File: src/rtl/id_ex_stage.sv
// rtl/id_ex_stage.sv - ID/EX pipeline register with load-use bubble, flush and hold.
// Optional writeback bypass around the register file: define ID_EX_BYPASS_EN.
module id_ex_stage #(
  parameter int DATA_W = 64,
  parameter int REG_W  = 5
) (
  input  logic              clk,
  input  logic              Reset,
  input  logic              id_valid,
  input  logic [REG_W-1:0]  id_rn,
  input  logic [REG_W-1:0]  id_rm,
  input  logic [REG_W-1:0]  id_rd,
  input  logic [DATA_W-1:0] id_rd1,
  input  logic [DATA_W-1:0] id_rd2,
  input  logic [DATA_W-1:0] id_imm,
  input  logic [DATA_W-1:0] id_pc,
  input  logic [8:0]        id_ctrl,
  input  logic              flush,
  input  logic              ex_hold,
  input  logic              wb_regwrite,
  input  logic [REG_W-1:0]  wb_rd,
  input  logic [DATA_W-1:0] wb_data,
  output logic              stall_id,
  output logic              ex_valid,
  output logic [DATA_W-1:0] ex_a,
  output logic [DATA_W-1:0] ex_b,
  output logic [DATA_W-1:0] ex_imm,
  output logic [DATA_W-1:0] ex_pc,
  output logic [REG_W-1:0]  ex_rn,
  output logic [REG_W-1:0]  ex_rm,
  output logic [REG_W-1:0]  ex_rd,
  output logic [8:0]        ex_ctrl,
  output logic [31:0]       stall_cnt
);

  localparam logic [REG_W-1:0] XZR = REG_W'(31);

  logic              ex_valid_q, ex_valid_d;
  logic [DATA_W-1:0] ex_a_q, ex_a_d, ex_b_q, ex_b_d;
  logic [DATA_W-1:0] ex_imm_q, ex_imm_d, ex_pc_q, ex_pc_d;
  logic [REG_W-1:0]  ex_rn_q, ex_rn_d, ex_rm_q, ex_rm_d, ex_rd_q, ex_rd_d;
  logic [8:0]        ex_ctrl_q, ex_ctrl_d;
  logic [31:0]       stall_cnt_q, stall_cnt_d;

  logic              lu_hazard;
  logic [DATA_W-1:0] src_a, src_b, op_a, op_b;

  assign lu_hazard = id_valid & ex_valid_q & ex_ctrl_q[7] & (ex_rd_q != XZR) &
                     ((ex_rd_q == id_rn) | (ex_rd_q == id_rm));

  // Gated by reset so a pending ex_hold cannot raise a stall while the pipe is cleared.
  assign stall_id = Reset & (lu_hazard | ex_hold) & ~flush;

`ifdef ID_EX_BYPASS_EN
  assign src_a = (wb_regwrite && wb_rd != XZR && wb_rd == id_rn) ? wb_data : id_rd1;
  assign src_b = (wb_regwrite && wb_rd != XZR && wb_rd == id_rm) ? wb_data : id_rd2;
`else
  logic unused_wb;
  assign unused_wb = ^{wb_regwrite, wb_rd, wb_data};
  assign src_a = id_rd1;
  assign src_b = id_rd2;
`endif

  // XZR wins over both register file data and bypassed data.
  assign op_a = (id_rn == XZR) ? '0 : src_a;
  assign op_b = (id_rm == XZR) ? '0 : src_b;

  always_comb begin
    ex_valid_d  = ex_valid_q;
    ex_a_d      = ex_a_q;
    ex_b_d      = ex_b_q;
    ex_imm_d    = ex_imm_q;
    ex_pc_d     = ex_pc_q;
    ex_rn_d     = ex_rn_q;
    ex_rm_d     = ex_rm_q;
    ex_rd_d     = ex_rd_q;
    ex_ctrl_d   = ex_ctrl_q;
    stall_cnt_d = stall_cnt_q;

    if (flush || (!ex_hold && lu_hazard)) begin
      ex_valid_d = 1'b0;
      ex_a_d     = '0;
      ex_b_d     = '0;
      ex_imm_d   = '0;
      ex_pc_d    = '0;
      ex_rn_d    = '0;
      ex_rm_d    = '0;
      ex_rd_d    = '0;
      ex_ctrl_d  = '0;
      if (!flush && stall_cnt_q != 32'hFFFF_FFFF) begin
        stall_cnt_d = stall_cnt_q + 32'd1;
      end
    end else if (!ex_hold) begin
      ex_valid_d = id_valid;
      ex_a_d     = op_a;
      ex_b_d     = op_b;
      ex_imm_d   = id_imm;
      ex_pc_d    = id_pc;
      ex_rn_d    = id_rn;
      ex_rm_d    = id_rm;
      ex_rd_d    = id_rd;
      ex_ctrl_d  = id_valid ? id_ctrl : 9'd0;
    end
  end

  always_ff @(posedge clk or negedge Reset) begin
    if (!Reset) begin
      ex_valid_q  <= 1'b0;
      ex_a_q      <= '0;
      ex_b_q      <= '0;
      ex_imm_q    <= '0;
      ex_pc_q     <= '0;
      ex_rn_q     <= '0;
      ex_rm_q     <= '0;
      ex_rd_q     <= '0;
      ex_ctrl_q   <= '0;
      stall_cnt_q <= '0;
    end else begin
      ex_valid_q  <= ex_valid_d;
      ex_a_q      <= ex_a_d;
      ex_b_q      <= ex_b_d;
      ex_imm_q    <= ex_imm_d;
      ex_pc_q     <= ex_pc_d;
      ex_rn_q     <= ex_rn_d;
      ex_rm_q     <= ex_rm_d;
      ex_rd_q     <= ex_rd_d;
      ex_ctrl_q   <= ex_ctrl_d;
      stall_cnt_q <= stall_cnt_d;
    end
  end

  assign ex_valid  = ex_valid_q;
  assign ex_a      = ex_a_q;
  assign ex_b      = ex_b_q;
  assign ex_imm    = ex_imm_q;
  assign ex_pc     = ex_pc_q;
  assign ex_rn     = ex_rn_q;
  assign ex_rm     = ex_rm_q;
  assign ex_rd     = ex_rd_q;
  assign ex_ctrl   = ex_ctrl_q;
  assign stall_cnt = stall_cnt_q;

endmodule

File: config.mk
export PLATFORM = sky130hd
export DESIGN_NAME = id_ex_stage
export DESIGN_NICKNAME = d
export VERILOG_FILES = /design/src/rtl/id_ex_stage.sv
export SDC_FILE = /design/constraint.sdc
export NUM_CORES = 1
export LEC_CHECK = 0
export BUFFER_PORTS_ARGS = -buffer_cell sky130_fd_sc_hd__buf_2
export CAP_MARGIN = 20
export CORE_AREA = 2 2 263 265
export DETAILED_ROUTE_END_ITERATION = 12
export DIE_AREA = 0 0 265 267
export PLACE_DENSITY = 0.49
export SLEW_MARGIN = 15
export SYNTH_ARGS = -nofsm -noshare
export SYNTH_HDL_FRONTEND = slang
export SYNTH_SLANG_ARGS = --single-unit
File: constraint.sdc
create_clock -name clk -period 4.7 [get_ports clk]
set_input_delay 1.175 -clock clk [delete_from_list [all_inputs] [get_ports clk]]
set_output_delay 1.175 -clock clk [all_outputs]
set_load 0.005 [all_outputs]
After elaboration in Yosys (flattened, before gate mapping):

Index checks and enable logic that the tools add are counted.

* flip-flop bits (word level): 313
* input bits: 355
* output and inout port bits: 314
* logic and storage cells: 54

* add/subtract/negate cells: 1
* equal/unequal tests: 7
* muxes and demuxes: 21
* bitwise logic cells: 9
* reductions and logical operators: 6

Operator list (number)
* $mux W64: 10
* $add A32 B1 Y32 const B: 1
* $ne A32 B32 Y1 const B: 1
* $mux W5: 6
* $mux W9: 3
* $eq A5 B5 Y1: 2
* $eq A5 B5 Y1 const B: 2
* $and A1 B1 Y1: 6
* $ne A5 B5 Y1 const B: 1
* $logic_and A1 B1 Y1: 2
* $logic_not A1 Y1: 2
* $mux W1: 2
* $ne A2 B1 Y1 const B: 1
* $or A1 B1 Y1: 2
* $reduce_and A2 Y1: 1
* $logic_or A1 B1 Y1: 1
* $not A1 Y1: 1

Depth between registers and ports, before layout:

* depth in word-level cells: 7
* mapped depth: 9
* mapped depth without buffers: 7

Worst setup path before layout:

OpenSTA, ideal clock, no wires.

* path type: in2out
* from: input id_rm[4]
* to: output stall_id
* arrival time: 2148 ps
* path slack: 1377 ps
* stages on the path: 6
* buffers on the path: 0
* cell sequence: xnor2_1 > nand3_1 > o22ai_2 > and2_1 > nor2_1 > nor3b_1

* longest elaborated chain between the ends: 6

Ends and longest elaborated chain
* from (decl): RTL line 11 `input logic [REG_W-1:0] id_rm,`
* $eq A5 B5 Y1: RTL line 49 `((ex_rd_q == id_rn) | (ex_rd_q == id_rm));`
* $or A1 B1 Y1: RTL line 49
* $and A1 B1 Y1: RTL line 48 `assign lu_hazard = id_valid & ex_valid_q & ex_ctrl_q[7] & (ex_rd_q != XZR) &`
* $or A1 B1 Y1: RTL line 52 `assign stall_id = Reset & (lu_hazard | ex_hold) & ~flush;`
* $and A1 B1 Y1 (2 in series): RTL line 52
* to (decl): RTL line 23 `output logic stall_id,`

No other way between the ends.

Final worst setup path:

* from: input id_rn[0]
* to: output stall_id

* longest elaborated chain between the ends: 6

Ends and longest elaborated chain
* from (decl): RTL line 10 `input logic [REG_W-1:0] id_rn,`
* $eq A5 B5 Y1: RTL line 49
* $or A1 B1 Y1: RTL line 49
* $and A1 B1 Y1: RTL line 48
* $or A1 B1 Y1: RTL line 52
* $and A1 B1 Y1 (2 in series): RTL line 52

No other way between the ends.

==> out/metrics.yaml <==
floorplan:
  die_h_um: 267
  die_area_um2: 70760
  io_pins: 669
  initial_core_util_pct: 17.08
  rows: 96
  coreArea_um2: 67990
  die_w_um: 265
synthesis:
  syn_avg_cell_area_um2: 14.50
  synth.distinct_cells: 38
  syn_area_um2: 11610
  synth_edf_count: 0
  synth_area_leader_cell: "dfrtp_1"
  synth_compound_area_share_pct: 21.97
  syn_inst: 801
  synth-xor-area-share_pct: 3.017
  synth_seq_area_share_pct: 67.44
  synth-adder-area-share_pct: 0.1077
  synthSimpleGateAreaFrac_pct: 4.525
  synth_top_family_by_area: "compound AO/OA/AOI/OAI gates"
  synth_nets: 1157
  ys_top_cells_by_area: "dfrtp_1 (67%), a22o_1 (20%), xnor2_1 (2.6%), clkbuf_1 (1.3%), nand4_1 (0.92%)"
  ys_ff_latch: 313
  synthArstFlopShare_pct: 100.0
  synthTopCellsByCount: "dfrtp_1 (313), a22o_1 (271), clkbuf_1 (39), xnor2_1 (34), nand2_1 (18)"
  yosys_warnings: 0
  synth_top_area_share_pct: 67.44
  ys.flop_type: "dfrtp_1"
  synth.most_common_cell: "dfrtp_1"
  yosys-mux-area-fraction_pct: 0.09696
critical_path:
  worst_setup_path_start_kind: "input port"
  path_cells: "buf_2 -> xnor2_1 -> nand3_1 -> o22ai_2 -> and2_1 -> nor2_1 -> nor3b_1 -> buf_2"
  crit_type: "in -> out"
  cp_top_family: "simple AND/OR/NAND/NOR gates"
  r2r_cells: 7
  reg2reg_to: "ex_a[59]"
  critPathSlowestCell: "o22ai_2"
  r2r-start: "ex_rd[2]"
  crit_buf_inv: 2
  end_kind: "primary output"
  rrSetupSlack_ns: 1.56
  crit_arrival_ns: 2.76
  critPathMaxFanout: 3
  cpMostUsedCell: "buf_2"
  critPathRequiredTime_ns: 3.52
  slowest_delay_ns: 0.33
drt:
  vias: 9349
  detail_route.first_pass.iterations: 4
  via_per_inst: 4.077
  drt-total-wl_um: 40120
  final_antenna_net_count: 0
  wl_per_cell_um: 17.50
  drc: 0
  drt_iter0_markers: 456
place:
  dp_cells: 2232
  dp_hpwl_um: 29310
  gp_congestion: 0.7918
  portBuffers: 598
power_and_ir_drop:
  internal-power_w: 0.004792
  power_density_nw_per_um2: 374.8
  p_sw_share_pct: 23.76
  seq_power_share_pct: 46.3
  power_switching_w: 0.001493
  clockPowerShare_pct: 44.0
  irDropWorstVdd_mv: 0.2020
  comb_power_share_pct: 9.7
  leakage_nw: 8.970
clock_network:
  ctsHoldBuffers: 0
  cts_tree: "built"
  cts_inserted_buffers: 35
  clkSlewWorstSetupHoldPaths_ns: 0.06
  clock_sinks: 313
  htree_levels: 2
  post_cts_buffers: 0
  clock_latency_ns: 0.53
  cts_resized: 0
  cts_root_buf: "clkbuf_16"
  clockBufferDepth: 3
global_routing:
  antenna_found_initial: 3
  grt_pass1_wl_um: 59690
  grt_pass1_vias: 9646
  grtUsageTotal_pct: 10.87
  grt_max_degree: 132
  overflow: 0
timing:
  rsz0062_at_grt: "no"
  report.final.slew_viol_count: 0
  hold_viol: 0
  hold_slack_ns: 0.4767
  post-route-min-period_ns: 3.936
  tightest_slew_ns: 0.8268
  timing.final.crit_share_pct: 83.75
  setup_violations: 0
  max_freq_ghz: 0.2541
  setup_tns_ns: 0
  skew_ns: 0.01360
  slew_headroom_pct: 44.88
status:
  status: "completed"
final_layout:
  drive_gt1_share_pct: 48.44
  layout-area-overhead-vs-synth_pct: 44.42
  nNetsFinal: 1743
  fillCellCount: 7171
  post_layout_nonfiller_instances: 2293
  fin_util_pct: 24.67
flow_run:
  maxCapViolCount: 0
worst_hold_path:
  hold_path.class: "in -> async"
==> worst max path at each step <==
| stage | from | endpoint | slack [ns] | cells past startpoint |
|---|---|---|---|---|
| 2_1_floorplan | id_rm[4] | stall_id | 1.38 | 6 |
| 3_3_place_gp | id_rn[0] | stall_id | 0.60 | 8 |
| 3_5_place_dp | id_rn[0] | stall_id | 0.61 | 8 |
| 4_1_cts | ex_rd[0] | stall_id | 0.54 | 7 |
| 5_1_grt | ex_rd[0] | stall_id | 0.55 | 7 |
| 6_report | id_rn[0] | stall_id | 0.76 | 8 |
==> final cells by class <==
cell class / instances / area [um2] / area share (%)
clock buffers: 53 / 1066 / 6.356
clock inverters: 7 / 85.08 / 0.5073
well taps: 882 / 1104 / 6.580
repair buffers: 614 / 3211 / 19.14
inverters: 3 / 11.26 / 0.06714
flip-flops and latches: 313 / 7833 / 46.70
diodes: 1 / 2.502 / 0.01492
multi-input cells: 420 / 3461 / 20.63
==> per-stage QoR <==
step / area, um2 / setup WS (ns) / total power [W]
floorplan: 11610 / 1.377 / 0.003166
global placement: 15620 / 0.5950 / 0.003571
detailed placement: 15620 / 0.6059 / 0.003577
CTS: 16770 / 0.5419 / 0.006412
global route: 16770 / 0.5463 / 0.006588
finish: 16770 / 0.7638 / 0.006286
==> placed cells by master (no fill, tap or decap), drive strengths merged, types with 2 or more instances in the layout <==
| cell type | count |
|---|---|
| and3 | 7 |
| clkbuf | 53 |
| bufinv | 2 |
| a22o | 271 |
| a21oi | 3 |
| and2 | 3 |
| inv | 3 |
| nand2 | 18 |
| nor4 | 3 |
| o21a | 2 |
| nand3 | 15 |
| nor2b | 2 |
| clkinv | 5 |
| xor2 | 6 |
| nor3 | 4 |
| buf | 614 |
| nor2 | 12 |
| dfrtp | 313 |
| xnor2 | 34 |
| nand4 | 17 |
| a32o | 9 |
| and4 | 4 |
==> metal layers <==
metal	GRT usage [%]	vias to the layer above	routed length (um)
met1	12.37	4599	15670
met2	18.45	442	19270
li1	-	4236	-
met4	3.909	4	1230
met5	0	-	27
met3	4.244	68	3910
==> power groups by stage <==
stage               Clock, W  Sequential (W)  Combinational [W]
global placement           0         0.00295           0.000616
finish               0.00277         0.00291           0.000608
floorplan                  0         0.00296           0.000204
detailed placement         0         0.00295           0.000622
global route         0.00299         0.00293           0.000669
CTS                  0.00288         0.00291           0.000623
==> sequential cells by signal (all words and copies together) (netlist names) <==
signal     cells
ex_a          64
ex_b          64
ex_ctrl        9
ex_imm        64
ex_pc         64
ex_rd          5
ex_rm          5
ex_rn          5
ex_valid       1
stall_cnt     32
==> cells by family (layout without fill, tap and decap cells) <==
family / Yosys count / count (layout)
muxes: 1 / 1
adders and majority gates: 1 / 1
AOI/OAI and AO/OA: 289 / 289
other: 0 / 1
and+or+nand+nor: 89 / 89
buffers and inverters: 68 / 677
xor gates and xnor gates: 40 / 40
DFF: 313 / 313
Note: power is estimated with default switching activity, not from simulation.
